**config.mk**
```make
export PLATFORM = sky130hd
export DESIGN_NAME = tc_program_loader
export DESIGN_NICKNAME = d
export VERILOG_FILES = /design/src/rtl/tc_program_loader_pkg.sv /design/src/rtl/tc_byte_packer.sv /design/src/rtl/tc_program_loader.sv
export SDC_FILE = /design/constraint.sdc
export NUM_CORES = 1
export LEC_CHECK = 0
export ABC_CLOCK_PERIOD_IN_PS = 2400
export CORE_ASPECT_RATIO = 0.7
export CORE_MARGIN = 3
export CORE_UTILIZATION = 41
export DETAILED_ROUTE_END_ITERATION = 10
export MAX_ROUTING_LAYER = met4
export PLACE_DENSITY = 0.7
export SLEW_MARGIN = 25
export SYNTH_ARGS = -nofsm -noshare
export SYNTH_HDL_FRONTEND = slang
export SYNTH_SLANG_ARGS = --single-unit
```
**constraint.sdc**
```tcl
create_clock -name clk -period 2.4 [get_ports clk]
set_input_delay 0.48 -clock clk [delete_from_list [all_inputs] [get_ports clk]]
set_output_delay 0.48 -clock clk [all_outputs]
set_load 0.05 [all_outputs]
```
**src/rtl/tc_program_loader_pkg.sv**
```systemverilog
// Shared types and helpers for the program loader: FSM encoding,
// bytes-per-word derivation and lane-index width.
package tc_program_loader_pkg;

    typedef enum logic [1:0] {
        ST_IDLE  = 2'd0,
        ST_LOAD  = 2'd1,
        ST_FLUSH = 2'd2,
        ST_DONE  = 2'd3
    } state_e;

    function automatic int bpw(input int word_width);
        return word_width / 8;
    endfunction

    // Lane counter needs at least one bit even for byte-wide words.
    function automatic int lane_w(input int n_lanes);
        return (n_lanes > 1) ? $clog2(n_lanes) : 1;
    endfunction

endpackage

```
**src/rtl/tc_byte_packer.sv**
```systemverilog
// Little-endian byte packer: merges a byte into a lane of the word under
// construction; unfilled lanes read as zero.
// Ports: clk, rst, clr_i (drop partial word), ins_i/lane_i/byte_i (insert),
//        flush_i (emit partial word and clear), word_o (merged word),
//        full_o (this insert fills the top lane).
module tc_byte_packer
    import tc_program_loader_pkg::*;
#(
    parameter int WORD_WIDTH = 16,
    localparam int LW = lane_w(bpw(WORD_WIDTH))
) (
    input  logic                  clk,
    input  logic                  rst,
    input  logic                  clr_i,
    input  logic                  ins_i,
    input  logic                  flush_i,
    input  logic [LW-1:0]         lane_i,
    input  logic [7:0]            byte_i,
    output logic [WORD_WIDTH-1:0] word_o,
    output logic                  full_o
);

    localparam int BPW = bpw(WORD_WIDTH);
    localparam logic [LW-1:0] TOP_LANE = LW'(BPW - 1);

    logic [WORD_WIDTH-1:0] word_q, word_d;

    // word_o already contains the byte being inserted this cycle, so the
    // caller can latch a complete word on the same edge.
    always_comb begin
        word_o = word_q;
        if (ins_i) begin
            word_o[{lane_i, 3'b000} +: 8] = byte_i;
        end
    end

    assign full_o = ins_i && (lane_i == TOP_LANE);

    always_comb begin
        word_d = word_q;
        if (clr_i || flush_i || full_o) begin
            word_d = '0;
        end else if (ins_i) begin
            word_d = word_o;
        end
    end

    always_ff @(posedge clk) begin
        if (rst) begin
            word_q <= '0;
        end else begin
            word_q <= word_d;
        end
    end

endmodule

```
**src/rtl/tc_program_loader.sv**
```systemverilog
// Program memory writer: packs a valid/ready byte stream into words and
// writes them from a programmable base address.
// Ports: clk, rst (sync, active-high), start, base_addr, byte_in/valid/last,
//        byte_ready, wr_en/wr_addr/wr_data, busy, done, words_written,
//        overflow, checksum.
// Macro TC_PROGRAM_LOADER_CHECKSUM_EN enables the 8-bit byte checksum.
module tc_program_loader
    import tc_program_loader_pkg::*;
#(
    parameter int WORD_WIDTH = 16,
    parameter int ADDR_WIDTH = 16,
    parameter int WORD_COUNT = 65536
) (
    input  logic                  clk,
    input  logic                  rst,
    input  logic                  start,
    input  logic [ADDR_WIDTH-1:0] base_addr,
    input  logic [7:0]            byte_in,
    input  logic                  byte_valid,
    input  logic                  byte_last,
    output logic                  byte_ready,
    output logic                  wr_en,
    output logic [ADDR_WIDTH-1:0] wr_addr,
    output logic [WORD_WIDTH-1:0] wr_data,
    output logic                  busy,
    output logic                  done,
    output logic [ADDR_WIDTH:0]   words_written,
    output logic                  overflow,
    output logic [7:0]            checksum
);

    localparam int LW = lane_w(bpw(WORD_WIDTH));
    localparam logic [ADDR_WIDTH:0] MAX_WORDS = (ADDR_WIDTH+1)'(WORD_COUNT);

    state_e                state_q, state_d;
    logic [LW-1:0]         lane_q, lane_d;
    logic [ADDR_WIDTH-1:0] ptr_q, ptr_d;
    logic [ADDR_WIDTH-1:0] wr_addr_q, wr_addr_d;
    logic [WORD_WIDTH-1:0] wr_data_q, wr_data_d;
    logic                  wr_en_q, wr_en_d;
    logic [ADDR_WIDTH:0]   words_q, words_d;
    logic                  ovf_q, ovf_d;
    logic                  accept, full, clr, insert, flush;
    logic [WORD_WIDTH-1:0] pk_word;
    logic                  pk_full;

    assign accept = byte_valid && (state_q == ST_LOAD);
    assign full   = (words_q == MAX_WORDS);

    tc_byte_packer #(
        .WORD_WIDTH (WORD_WIDTH)
    ) u_packer (
        .clk     (clk),
        .rst     (rst),
        .clr_i   (clr),
        .ins_i   (insert),
        .flush_i (flush),
        .lane_i  (lane_q),
        .byte_i  (byte_in),
        .word_o  (pk_word),
        .full_o  (pk_full)
    );

    always_comb begin
        state_d   = state_q;
        lane_d    = lane_q;
        ptr_d     = ptr_q;
        wr_addr_d = wr_addr_q;
        wr_data_d = wr_data_q;
        wr_en_d   = 1'b0;
        words_d   = words_q;
        ovf_d     = ovf_q;
        clr       = 1'b0;
        insert    = 1'b0;
        flush     = 1'b0;
        unique case (state_q)
            ST_IDLE, ST_DONE: begin
                if (start) begin
                    state_d = ST_LOAD;
                    ptr_d   = base_addr;
                    words_d = '0;
                    ovf_d   = 1'b0;
                    lane_d  = '0;
                    clr     = 1'b1;
                end
            end
            ST_LOAD: begin
                if (accept && full) begin
                    // Memory is full: drain the stream, keep nothing.
                    ovf_d = 1'b1;
                    if (byte_last) state_d = ST_DONE;
                end else if (accept) begin
                    insert = 1'b1;
                    lane_d = pk_full ? '0 : lane_q + LW'(1);
                    if (pk_full || byte_last) begin
                        wr_en_d   = 1'b1;
                        wr_addr_d = ptr_q;
                        wr_data_d = pk_word;
                        ptr_d     = ptr_q + ADDR_WIDTH'(1);
                        words_d   = words_q + (ADDR_WIDTH+1)'(1);
                    end
                    // A partial last word is latched now and strobed
                    // during FLUSH, keeping the one-cycle write latency.
                    if (byte_last) begin
                        flush   = !pk_full;
                        state_d = pk_full ? ST_DONE : ST_FLUSH;
                    end
                end
            end
            ST_FLUSH: state_d = ST_DONE;
            default:  state_d = ST_IDLE;
        endcase
    end

    always_ff @(posedge clk) begin
        if (rst) begin
            state_q   <= ST_IDLE;
            lane_q    <= '0;
            ptr_q     <= '0;
            wr_addr_q <= '0;
            wr_data_q <= '0;
            wr_en_q   <= 1'b0;
            words_q   <= '0;
            ovf_q     <= 1'b0;
        end else begin
            state_q   <= state_d;
            lane_q    <= lane_d;
            ptr_q     <= ptr_d;
            wr_addr_q <= wr_addr_d;
            wr_data_q <= wr_data_d;
            wr_en_q   <= wr_en_d;
            words_q   <= words_d;
            ovf_q     <= ovf_d;
        end
    end

`ifdef TC_PROGRAM_LOADER_CHECKSUM_EN
    logic [7:0] cks_q;
    always_ff @(posedge clk) begin
        if (rst || clr) begin
            cks_q <= '0;
        end else if (accept) begin
            cks_q <= cks_q + byte_in;
        end
    end
    assign checksum = cks_q;
`else
    assign checksum = '0;
`endif

    assign byte_ready    = (state_q == ST_LOAD);
    assign busy          = (state_q == ST_LOAD) || (state_q == ST_FLUSH);
    assign done          = (state_q == ST_DONE);
    assign wr_en         = wr_en_q;
    assign wr_addr       = wr_addr_q;
    assign wr_data       = wr_data_q;
    assign words_written = words_q;
    assign overflow      = ovf_q;

endmodule

```
==> flow_metrics.env <==
export IMPL_crit_family="simple AND/OR/NAND/NOR gates"
export IMPL_wirelength_um=11160
export IMPL_finalMaxSlewViolations=0
export IMPL_critPathMaxFanout=20
export IMPL_yosysTopAreaCell="dfxtp_1"
export IMPL_cts_sinks=86
export IMPL_setup_viol=0
export IMPL_grt_max_degree=27
export IMPL_fp_row_count=29
export IMPL_min_from="wr_addr[1]"
export IMPL_synth_edf_count=0
export IMPL_die_w_um=124.7
export IMPL_nFillCells=812
export IMPL_cts_tree="built"
export IMPL_num_vias=3832
export IMPL_dr_pass1_iters=5
export IMPL_synthArstFlopShare=0
export IMPL_worst_path_buf_inv=2
export IMPL_arrival_ns=2.55
export IMPL_antenna_left=0
export IMPL_grt_total_usage=0.2131
export IMPL_cp_cell_sequence="inv_1 -> ha_2 -> a21o_1 -> and4b_1 -> a21oi_2 -> buf_12 -> or4_1 -> a21oi_1"
export IMPL_ys_types=60
export IMPL_final_nets=603
export IMPL_tightest_slew_ns=0.5511
export IMPL_drt_initial_drc_count=246
export IMPL_outcome="finished clean"
export IMPL_maxSlewHeadroom=0.6314
export IMPL_seqCellArea_um2=1723
export IMPL_reg2reg_to="words_written[12]"
export IMPL_clk_pin_slew_ns=0.06
export IMPL_multi_input_area_um2=2090
export IMPL_r2r_start="state_q[0]"
export IMPL_hold_end="wr_addr[1]"
export IMPL_drc_errors=0
export IMPL_coreArea_um2=9325
export IMPL_synth_top_area_share=0.4257
export IMPL_grt_antenna_before_repair=0
export IMPL_fin_crit_ns=2.280
export IMPL_rsz0062_at_grt="no"
export IMPL_end_kind="flip-flop"
export IMPL_avgSynthCellArea_um2=8.496
export IMPL_hold_violations=0
export IMPL_die_height_um=89.09
export IMPL_start_util=0.4337
export IMPL_p_per_area_nw_per_um2=923.0
export IMPL_yosysSeqAreaShare=0.4257
export IMPL_cts_inserted_buffers=9
export IMPL_vdd_drop_max_mv=0.6676
export IMPL_drive_gt1_frac=0.1187
export IMPL_portBuffers=82
export IMPL_whs_path_depth=2
export IMPL_regToRegSetupSlack_ns=0.12
export IMPL_syn_to_final_growth_pct=34.13
export IMPL_place_congestion=0.9350
export IMPL_grt_pass1_vias=3704
export IMPL_synthFlopType="dfxtp_1"
export IMPL_fin_crit_sh=0.9501
export IMPL_fin_util=0.5816
export IMPL_ios=91
export IMPL_fin_ws_ns=0.1198
export IMPL_syn_area_um2=4044
export IMPL_max_freq_ghz=0.4386
export IMPL_slowest_delay_ns=0.50
export IMPL_cts_root_buf="clkbuf_16"
export IMPL_clk_latency_ns=0.34
export IMPL_dieArea_um2=11110
export IMPL_crit_type="reg -> reg"
export IMPL_dpl_hpwl_um=8090
export IMPL_diodes=0
export IMPL_grt_overflow_total=0
export IMPL_wl_per_cell_um=16.02
export IMPL_final_setup_skew_ns=0.006340
export IMPL_synth_area_leaders="dfxtp_1 43%, nand2_1 6.0%, mux2i_1 5.4%"
export IMPL_crit_slowest_cell="or4_1"
export IMPL_vias_per_cell=5.498
export IMPL_netlist_instances=476
export IMPL_clk_path_buf_depth=2
export IMPL_grt_pass1_wl_um=18500
export IMPL_synth_warnings=0
export IMPL_hp_class="reg -> reg"
export IMPL_htree_levels=3
export IMPL_p_leak_nw=1.927
export IMPL_holdWs_ns=0.4523
export IMPL_worstPathRequired_ns=2.66
export IMPL_drv_cap=0
export IMPL_dp_slack_ns=-0.03186
export IMPL_startpoint_type="flip-flop"
export IMPL_ys_ff_latch=86
export IMPL_r2r_cells=8
## Yosys cell counts, types with 2 or more instances
cell type / count
a32oi_1: 2
buf_4: 11
inv_1: 10
nand4_1: 6
o31a_1: 5
a211oi_2: 3
nand3_1: 16
a211oi_1: 19
o32ai_1: 4
and3_1: 5
nand2_1: 65
or3_1: 9
a21oi_1: 41
a31oi_1: 4
mux2i_1: 22
a21o_1: 3
buf_6: 3
and4_1: 3
nand2b_1: 3
o21ai_0: 7
o21a_1: 4
clkbuf_1: 16
o211ai_1: 2
o21bai_1: 2
buf_2: 10
o21ai_1: 4
nor2_1: 48
or4_1: 8
nor4_1: 12
nor3_1: 6
o31ai_1: 4
dfxtp_1: 86
ha_1: 6
## power by group
part           switching (W)  internal (W)  total, W
Combinational        0.00108      0.000709   0.00179
Sequential          0.000197       0.00161   0.00181
Clock               0.000571      0.000835   0.00141
## worst max-delay path by stage
stage	from	to	slack (ns)	depth (start not counted)
2_1_floorplan	words_written[1]	u_packer.word_q[5]	0.03	9
3_3_place_gp	byte_last	words_written[5]	0.04	7
3_5_place_dp	byte_last	words_written[4]	-0.03	8
4_1_cts	words_written[0]	wr_data[3]	0.1	7
5_1_grt	state_q[0]	ptr_q[5]	0.03	8
6_report	state_q[0]	words_written[12]	0.12	8
## layout make-up
cell class,count,share of cell area
Inverter,11,0.007612
Clock buffer,11,0.04475
Sequential cell,86,0.3176
Timing Repair Buffer,114,0.2053
Clock inverter,5,0.01084
Tap cell,124,0.02860
Multi-Input combinational cell,346,0.3852
## worst min-delay path: cells and delay by family, from the launching register on
family	cells	cell delay (ns)
AOI/OAI and AO/OA	1	0.05
DFF	1	0.31
and+or+nand+nor	1	0.05
## metal layers
metal | up-vias | GRT usage | share of wire
met3 | 16 | 0.05851 | 0.066
met2 | 134 | 0.3172 | 0.44
li1 | 1895 | - | -
met4 | 0 | 0.06468 | 0.014
met5 | - | - | 0
met1 | 1787 | 0.2850 | 0.48
## layout by cell type (no fill, tap or decap), types with 2 or more instances in the layout
| cell type | n |
|---|---|
| dfxtp_1 | 85 |
| clkdlybuf4s50_1 | 79 |
| nand2_1 | 65 |
| nor2_1 | 48 |
| a21oi_1 | 41 |
| buf_4 | 29 |
| mux2i_1 | 22 |
| a211oi_1 | 19 |
| nand3_1 | 16 |
| nor4_1 | 12 |
| inv_1 | 10 |
| or3_1 | 9 |
| clkbuf_16 | 9 |
| or4_1 | 8 |
| conb_1 | 8 |
| o21ai_0 | 7 |
| nand4_1 | 6 |
| and3_1 | 5 |
| nor3_1 | 5 |
| o31a_1 | 5 |
| ha_1 | 5 |
| buf_12 | 5 |
| a31oi_1 | 4 |
| o32ai_1 | 4 |
| o21a_1 | 4 |
| o31ai_1 | 4 |
| o21ai_1 | 4 |
| a21o_1 | 3 |
| nand2b_1 | 3 |
| a211oi_2 | 3 |
| o21bai_1 | 2 |
| and4_1 | 2 |
| nor3_2 | 2 |
| o211ai_1 | 2 |
| a32oi_1 | 2 |
| clkinvlp_4 | 2 |
## per-stage QoR
step           cell area, µm²  TNS (ns)  instances  total power [W]
2_1_floorplan            4071         0        483         0.002955
3_3_place_gp             5119         0        681         0.003560
3_5_place_dp             5119   -0.1446        681         0.003602
4_1_cts                  5420         0        697         0.005014
5_1_grt                  5424         0        697         0.005262
6_report                 5424         0        697         0.005006
## cell families after synthesis
group,after synthesis,synth area share
compound gates,114,0.1890
xor+xnor,1,0.002166
fa+ha+maj,6,0.01856
buf+inv,51,0.06621
flops,86,0.4257
mux,23,0.05724
other cells,1,0.0009273
simple gates,194,0.2401
## registers in the layout, summed over array words and instances, names as in the netlist
name	cells
state_q	2
overflow	1
ptr_q	16
wr_addr	16
u_packer.word_q	16
wr_en	1
wr_data	16
lane_q	1
words_written	17
## timing repair
| action | CTS | global route |
|---|---|---|
| endpoints found under the setup margin | 0 | 4 |
| buffers inserted | 0 | 0 |
| hold buffers | 0 | 0 |
| gates resized for setup | 0 | 2 |
(Power assumes the default switching activity.)
